### src/rtl/fetch_sequencer.sv
// Program-counter sequencer: start/run/stall/branch/call/return/halt with a run-state FSM.
// Optional return-address stack compiled in with FETCH_SEQUENCER_RAS_EN.
module fetch_sequencer #(
  parameter int unsigned PC_W      = 7,
  parameter int unsigned START_PC  = 0,
  parameter int unsigned RAS_DEPTH = 4
) (
  input  logic            clk,
  input  logic            reset_n,
  input  logic            start,
  input  logic            stall,
  input  logic            halt,
  input  logic            branch,
  input  logic            branch_conditional,
  input  logic            zero,
  input  logic            call,
  input  logic            ret,
  input  logic [PC_W-1:0] target,
  output logic [PC_W-1:0] PC,
  output logic            fetch_valid,
  output logic            running,
  output logic            done,
  output logic            ras_err
);

  typedef enum logic [1:0] {
    S_IDLE  = 2'd0,
    S_RUN   = 2'd1,
    S_DONE  = 2'd2,
    S_FAULT = 2'd3
  } state_t;

  localparam logic [PC_W-1:0] START = PC_W'(START_PC);

  if (RAS_DEPTH < 1) begin : g_depth_check
    $error("fetch_sequencer: RAS_DEPTH must be at least 1");
  end

  state_t          r_state;
  state_t          w_state_nxt;
  logic [PC_W-1:0] r_pc;
  logic [PC_W-1:0] w_pc_nxt;
  logic [PC_W-1:0] w_pc_inc;
  logic            w_fetch;
  logic            w_taken;

  assign w_fetch  = (r_state == S_RUN) && !stall;
  assign w_pc_inc = r_pc + PC_W'(1);
  assign w_taken  = branch && (!branch_conditional || zero);

`ifdef FETCH_SEQUENCER_RAS_EN
  localparam int unsigned CNT_W = $clog2(RAS_DEPTH + 1);
  localparam int unsigned IDX_W = (RAS_DEPTH > 1) ? $clog2(RAS_DEPTH) : 1;
  localparam int unsigned SLOTS = 1 << IDX_W;

  logic [PC_W-1:0]  r_ras [0:SLOTS-1];
  logic [CNT_W-1:0] r_ras_cnt;
  logic             r_ras_err;
  logic             w_push;
  logic             w_pop;
  logic             w_clr;
  logic             w_err_set;
  logic             w_ras_empty;
  logic             w_ras_full;
  logic [IDX_W-1:0] w_top_idx;
  logic [IDX_W-1:0] w_push_idx;

  assign w_ras_empty = (r_ras_cnt == '0);
  assign w_ras_full  = (r_ras_cnt == CNT_W'(RAS_DEPTH));
  assign w_top_idx   = IDX_W'(r_ras_cnt - CNT_W'(1));
  assign w_push_idx  = IDX_W'(r_ras_cnt);
`endif

  always_comb begin
    w_state_nxt = r_state;
    w_pc_nxt    = r_pc;
`ifdef FETCH_SEQUENCER_RAS_EN
    w_push      = 1'b0;
    w_pop       = 1'b0;
    w_clr       = 1'b0;
    w_err_set   = 1'b0;
`endif
    unique case (r_state)
      S_IDLE: begin
        w_pc_nxt = START;
        if (start) w_state_nxt = S_RUN;
      end
      S_RUN: begin
        // One action per fetched cycle: halt > ret > call > branch > increment.
        if (w_fetch) begin
          if (halt) begin
            w_state_nxt = S_DONE;
          end else if (ret) begin
`ifdef FETCH_SEQUENCER_RAS_EN
            if (w_ras_empty) begin
              w_err_set   = 1'b1;
              w_state_nxt = S_FAULT;
            end else begin
              w_pop    = 1'b1;
              w_pc_nxt = r_ras[w_top_idx];
            end
`else
            w_pc_nxt = w_pc_inc;
`endif
          end else if (call) begin
            w_pc_nxt = target;
`ifdef FETCH_SEQUENCER_RAS_EN
            if (w_ras_full) begin
              w_err_set   = 1'b1;
              w_state_nxt = S_FAULT;
            end else begin
              w_push = 1'b1;
            end
`endif
          end else if (w_taken) begin
            w_pc_nxt = target;
          end else begin
            w_pc_nxt = w_pc_inc;
          end
        end
      end
      S_DONE: begin
        if (start) begin
          w_pc_nxt    = START;
          w_state_nxt = S_RUN;
`ifdef FETCH_SEQUENCER_RAS_EN
          w_clr       = 1'b1;
`endif
        end
      end
      default: begin
        w_state_nxt = r_state;
      end
    endcase
  end

  always_ff @(posedge clk or negedge reset_n) begin
    if (!reset_n) begin
      r_state <= S_IDLE;
      r_pc    <= START;
    end else begin
      r_state <= w_state_nxt;
      r_pc    <= w_pc_nxt;
    end
  end

`ifdef FETCH_SEQUENCER_RAS_EN
  always_ff @(posedge clk or negedge reset_n) begin
    if (!reset_n) begin
      r_ras_cnt <= '0;
      r_ras_err <= 1'b0;
      for (int unsigned i = 0; i < SLOTS; i++) r_ras[i] <= '0;
    end else begin
      if (w_err_set) r_ras_err <= 1'b1;
      if (w_clr) begin
        r_ras_cnt <= '0;
      end else if (w_push) begin
        r_ras[w_push_idx] <= w_pc_inc;
        r_ras_cnt         <= r_ras_cnt + CNT_W'(1);
      end else if (w_pop) begin
        r_ras_cnt <= r_ras_cnt - CNT_W'(1);
      end
    end
  end

  assign ras_err = r_ras_err;
`else
  assign ras_err = 1'b0;
`endif

  assign PC          = r_pc;
  assign fetch_valid = w_fetch;
  assign running     = (r_state == S_RUN);
  assign done        = (r_state == S_DONE);

endmodule
### config.mk
export PLATFORM = sky130hd
export DESIGN_NAME = fetch_sequencer
export DESIGN_NICKNAME = d
export VERILOG_FILES = /design/src/rtl/fetch_sequencer.sv
export SDC_FILE = /design/constraint.sdc
export NUM_CORES = 1
export LEC_CHECK = 0
export CORE_MARGIN = 4
export CORE_UTILIZATION = 29
export DETAILED_ROUTE_END_ITERATION = 16
export PLACE_DENSITY = 0.71
export SYNTH_ARGS = -nofsm -noshare
export SYNTH_HDL_FRONTEND = slang
export SYNTH_SLANG_ARGS = --single-unit
### constraint.sdc
create_clock -name clk -period 1.51 [get_ports clk]
set_input_delay 0.453 -clock clk [delete_from_list [all_inputs] [get_ports clk]]
set_output_delay 0.453 -clock clk [all_outputs]
set_load 0.01 [all_outputs]
==> results.json, run 1 <==
{
  "drt_pass1_iterations": 2,
  "status": "finished with violations",
  "netlist_instances": 62,
  "drt-total-wl_um": 1552,
  "final_nets": 127,
  "synth_top_family_by_area": "compound AO/OA/AOI/OAI gates",
  "p_seq_share_pct": 31.3,
  "antenna_left": 0,
  "instances_no_fill": 135,
  "p_leak_nw": 0.5047,
  "die_x_um": 53.79,
  "critical_path_required_ns": 1.06,
  "whs_ns": 0.5089,
  "violations": "negative setup slack",
  "synthMuxAreaShare_pct": 11.52,
  "cts.sinks": 9,
  "yosysSeqAreaShare_pct": 37.04,
  "period_needed_ns": 1.563,
  "clockBufferDepth": 2,
  "num_rows": 16,
  "port_buffers": 26,
  "fmax_ghz": 0.6397,
  "hold_violations": 0,
  "min_period_over_period_pct": 103.5,
  "wl_per_cell_um": 11.50,
  "start_kind": "register",
  "diodes": 0,
  "synth-seq-cells": 9,
  "cts-root-buf": "clkbuf_4",
  "antenna_found_initial": 0,
  "finalSetupViolations": 7,
  "avgViaCountPerCell": 4.607,
  "cts_buffers": 3,
  "end_kind": "output port",
  "p_sw_w": 0.0003487,
  "postSynthAreaPerCell_um2": 9.808,
  "cts_tree": "yes",
  "synth.net_count": 80,
  "htreeDepth": 1,
  "syn_area_um2": 608.1,
  "p_sw_share_pct": 32.71,
  "drive_above_1_share_pct": 32.41,
  "dp_cells": 128,
  "synth_simple_gate_area_share_pct": 21.19,
  "io_pins": 28,
  "final_cell_area_mm2": 0.001080,
  "area_delta_synth_final_pct": 77.57,
  "ir_drop_uv": 605.5,
  "crit_arrival_ns": 1.11,
  "synth_xor_area_share_pct": 0,
  "layout_setup_ws_ns": -0.05334,
  "comb_power_share_pct": 51.2,
  "dpl.hpwl_um": 1223,
  "clkTransAtPathRegs_ns": 0.06,
  "rsz0062_at_grt": "yes",
  "initial_core_util_pct": 30.68,
  "grt_max_degree": 10,
  "coreArea_mm2": 0.001982,
  "min_path_type": "input port to asynchronous set/reset pin",
  "synth_compound_area_share_pct": 23.05,
  "power.total_w": 0.001066,
  "ys_types": 27,
  "gr-usage-all-layers_pct": 12.03,
  "clockPowerShare_pct": 17.5,
  "grt_pass1_vias": 642,
  "drv_cap": 0,
  "fin_skew_ns": 0.003031,
  "final_core_util_pct": 54.48,
  "drv_slew": 0,
  "gp_congestion": 0.7781,
  "die_h_um": 53.79,
  "synth_fa_ha_area_share_pct": 2.058,
  "drtIter0Drc": 3,
  "dieArea_mm2": 0.002893,
  "dr_total_vias": 622,
  "grt_pass1_wl_um": 2573,
  "worstSkewPairLatency_ns": 0.25,
  "powerDensity_mw_per_mm2": 987.2,
  "yosysWarnings": 0,
  "drc_errors": 0,
  "grt_overflow": 0,
  "path_class": "register to output port",
  "critical_path.max_fanout": 3,
  "post_dp_cell_area_mm2": 0.001006,
  "p_int_w": 0.0007173
}
state kept, by name, summed over array words and instances, names as in the netlist:
signal,cells
r_state,2
PC,7
placed cells by master, fill, tap and decap left out:
cell              n
buf_4            14
clkdlybuf4s50_1  13
dlygate4sd2_1    10
dfrtp_1           9
mux2i_1           7
buf_6             6
o21ai_1           5
inv_1             4
nor2_1            4
o2bb2ai_1         4
clkbuf_4          3
and2b_2           2
nand3_1           2
nand2_1           2
o21bai_4          2
nor3_1            2
nor2b_1           2
o22ai_1           2
and2_4            1
a31oi_1           1
nand2b_2          1
a32o_1            1
nor3b_4           1
or4b_4            1
o21a_1            1
o21ai_2           1
nor2_4            1
o2bb2ai_2         1
and3_1            1
ha_1              1
conb_1            1
clkbuf_1          1
buf_2             1
power groups by stage:
stage / registers, W / logic [W] / clock network [W]
after CTS: 0.000334 / 0.000523 / 0.000192
after floorplan: 0.000386 / 0.000182 / 0
after global placement: 0.000337 / 0.000536 / 0
after detailed placement: 0.000339 / 0.000544 / 0
final: 0.000334 / 0.000546 / 0.000187
after global routing: 0.000344 / 0.000597 / 0.000210
Yosys cell counts, drive strengths merged:
cell type | number | area [um2]
nand2b | 1 | 8.760
buf | 2 | 12.51
mux2i | 7 | 70.07
o21ai | 6 | 30.03
a32o | 1 | 10.01
o22ai | 2 | 12.51
conb | 1 | 3.750
dfrtp | 9 | 225.2
nor2 | 5 | 21.27
o21bai | 2 | 30.03
a31oi | 1 | 6.260
and3 | 1 | 6.260
and2b | 2 | 17.52
inv | 4 | 15.01
o21a | 1 | 7.510
o2bb2ai | 5 | 43.79
nor3 | 2 | 10.01
and2 | 1 | 6.260
nor2b | 2 | 12.51
ha | 1 | 12.51
nor3b | 1 | 18.77
nand3 | 2 | 10.01
nand2 | 2 | 7.510
or4b | 1 | 10.01
area by class of cell:
cell class,count,area [um2]
Timing Repair Buffer,44,395.4
Multi-Input combinational cell,47,384.1
Fill cell,182,902.1
Tap cell,27,33.78
Inverter,4,15.01
Sequential cell,9,225.2
Clock buffer,4,26.28
critical path: stages (launching register included):
cell     delay (ns)
dfrtp_1        0.39
and2b_2        0.22
and2_4         0.14
buf_6          0.11
metrics by stage:
stage / setup slack (ns) / setup TNS (ns)
after floorplan: -0.05369 / -0.2681
after global routing: -0.1145 / -0.6388
final: -0.05334 / -0.2101
after global placement: -0.5497 / -3.506
after detailed placement: -0.5613 / -3.580
after CTS: -0.07258 / -0.2163
kinds of logic after synthesis:
kind of cell | count (synthesis)
AOI/OAI and AO/OA | 18
adders and majority gates | 1
buffers and inverters | 6
DFF | 9
muxes | 7
other | 1
and+or+nand+nor | 20
repair_timing:
| item | CTS | global route |
|---|---|---|
| buffers inserted | 2 | 1 |
| setup endpoints to repair | 17 | 9 |
| pin swaps | 5 | 7 |
| gates resized for setup | 26 | 7 |
| hold buffers | 0 | 0 |
layer usage:
layer | GRT usage [%] | wire length, um
met2 | 20.36 | 712
met4 | 2.553 | 0
met5 | 0 | 0
met3 | 4.155 | 132
met1 | 14.60 | 707
final timing paths:
check	start	endpoint	slack [ns]	cells past startpoint
max in group asynchronous	reset_n	r_state[1]	0.69	1
min in group clk	PC[5]	PC[5]	0.54	1
worst min-delay path	reset_n	r_state[0]	0.51	1
worst max register to register	r_state[0]	PC[4]	-0.04	6
worst min register to register	PC[5]	PC[5]	0.54	1
worst max-delay path	r_state[0]	fetch_valid	-0.05	3
No activity file was read; power rests on OpenSTA's default activity.
==> run 2: changes to the inputs <==
- CORE_UTILIZATION: 29 -> 36
- PLACE_DENSITY: 0.71 -> 0.74
==> results.json, run 2 (synthesis results as in run 1) <==
{
  "critical_path_required_ns": 1.06,
  "min_path_type": "input port to asynchronous set/reset pin",
  "cpMaxStageDelayCell": "dfrtp_1",
  "avgViaCountPerCell": 5.183,
  "area_delta_synth_final_pct": 78.81,
  "whs_ns": 0.4939,
  "wl_per_cell_um": 13.55,
  "layout_setup_ws_ns": -0.05925,
  "final_core_util_pct": 69.74,
  "drc_errors": 0,
  "grt_pass1_vias": 702,
  "drv_cap": 0,
  "drt-total-wl_um": 1707,
  "p_sw_share_pct": 32.99,
  "start_kind": "register",
  "htreeDepth": 1,
  "port_buffers": 26,
  "hold_violations": 0,
  "drtIter0Drc": 6,
  "p_seq_share_pct": 30.7,
  "drive_above_1_share_pct": 34.55,
  "crit_arrival_ns": 1.12,
  "dpl.hpwl_um": 1351,
  "fin_skew_ns": 0.004524,
  "clockPowerShare_pct": 17.7,
  "worstSetupEndpoint": "fetch_valid",
  "cts_tree": "yes",
  "powerDensity_mw_per_mm2": 996.2,
  "crit_chain": "and2b_2 -> and2_4 -> buf_6",
  "worstSkewPairLatency_ns": 0.26,
  "largest_reg_flops": 7,
  "antenna_found_initial": 0,
  "grt_pass1_wl_um": 3001,
  "cts-root-buf": "clkbuf_4",
  "period_needed_ns": 1.569,
  "drt_pass1_iterations": 2,
  "comb_power_share_pct": 51.6,
  "layout_commonest_cell": "buf_4",
  "coreArea_mm2": 0.001559,
  "power.total_w": 0.001083,
  "min_period_over_period_pct": 103.9,
  "path_class": "register to output port",
  "fmax_ghz": 0.6372,
  "p_leak_nw": 0.5321,
  "rsz0062_at_grt": "yes",
  "gp_congestion": 0.7082,
  "crit_path_start": "r_state[1]",
  "regToRegSetupSlack_ns": -0.02,
  "fill_cells": 139,
  "clkTransAtPathRegs_ns": 0.07,
  "grt_overflow": 0,
  "cts_buffers": 3,
  "cts_hold_buf": 0,
  "dieArea_mm2": 0.002411,
  "diodes": 0,
  "final_cell_mix": "buf_4, clkdlybuf4s50_1, dlygate4sd2_1",
  "clockBufferDepth": 2,
  "antenna_left": 0,
  "critical_path.max_fanout": 3,
  "gr-usage-all-layers_pct": 15.80,
  "r2r-end": "PC[3]",
  "final_nets": 129,
  "finalSetupViolations": 7,
  "cpPeakStageDelay_ns": 0.39,
  "grt_max_degree": 10,
  "p_int_w": 0.0007259,
  "status": "finished with violations",
  "r2r_cells": 5,
  "die_x_um": 49.10,
  "initial_core_util_pct": 39.00,
  "tns_ns": -0.1716,
  "r2r_start": "r_state[1]",
  "drv_slew": 0,
  "end_kind": "output port",
  "violations": "negative setup slack",
  "ir_drop_uv": 655.7,
  "dr_total_vias": 653,
  "cts.sinks": 9,
  "p_sw_w": 0.0003573,
  "num_rows": 14,
  "io_pins": 28,
  "die_h_um": 49.10
}
==> run 2: cell types whose count changed in the layout (fill, tap and decap cells not counted), sizes merged <==
| cell | change |
|---|---|
| clkdlybuf4s50 | -2 |
| buf | +2 |
| dlymetal6s2s | +2 |
==> run 2: worst max-delay path, delay by kind of cell (launching register included) <==
kind	cells	cell delay, ns
simple gates	2	0.38
buf+inv	1	0.09
flops	1	0.39
==> run 2: how the worst min path moves through the flow <==
| stage | start | endpoint | slack (ns) | cells past startpoint |
|---|---|---|---|---|
| floorplan | reset_n | PC[0] | 0.16 | 0 |
| global placement | PC[6] | PC[6] | 0.50 | 1 |
| detailed placement | PC[6] | PC[6] | 0.53 | 1 |
| CTS | reset_n | PC[3] | 0.51 | 1 |
| global route | reset_n | PC[3] | 0.53 | 1 |
| finish | reset_n | PC[3] | 0.49 | 1 |
==> run 2: metal layers <==
metal / global-route usage, % / routed length, um / part of all wire, %
met5: 0 / 0 / 0
met3: 5.810 / 144 / 8.4
met4: 5.687 / 4 / 0.23
met1: 16.64 / 706 / 41
met2: 28.35 / 851 / 50
==> run 2: per-stage QoR <==
stage	worst slack, ns	area [um2]	cells
global route	-0.1142	1087	126
floorplan	-0.05369	618.1	62
detailed placement	-0.5688	999.7	118
global placement	-0.5484	999.7	118
CTS	-0.07410	1046	126
finish	-0.05925	1087	126
==> run 2: timing repair <==
| item | 4_1_cts | 5_1_grt |
|---|---|---|
| pin swaps | 3 | 4 |
| cloned | 0 | 0 |
| hold endpoints to repair | 0 | 0 |
| setup endpoints to repair | 17 | 10 |
| gates resized for setup | 26 | 10 |
| setup buffers | 4 | 0 |
==> run 2: power groups by stage <==
stage / Combinational [W] / Clock [W] / Sequential (W)
after floorplan: 0.000182 / 0 / 0.000386
after global placement: 0.000536 / 0 / 0.000335
after detailed placement: 0.000545 / 0 / 0.000338
after CTS: 0.000541 / 0.000198 / 0.000334
after global routing: 0.000616 / 0.000209 / 0.000344
final: 0.000559 / 0.000192 / 0.000333
==> run 2: final cells by class <==
| type | instances | area (um2) | share of cell area, % |
|---|---|---|---|
| repair buffers | 46 | 415.4 | 38.20 |
| multi-input cells | 47 | 385.4 | 35.44 |
| flip-flops and latches | 9 | 225.2 | 20.71 |
| clock buffers | 4 | 26.28 | 2.417 |
| well taps | 16 | 20.02 | 1.841 |
| inverters | 4 | 15.01 | 1.381 |
==> run 3: changes to the inputs <==
- CTS_CLUSTER_DIAMETER: default -> 120
==> results of run 3 <==
The final DEF is identical to that of run 2; final timing and power are the same.
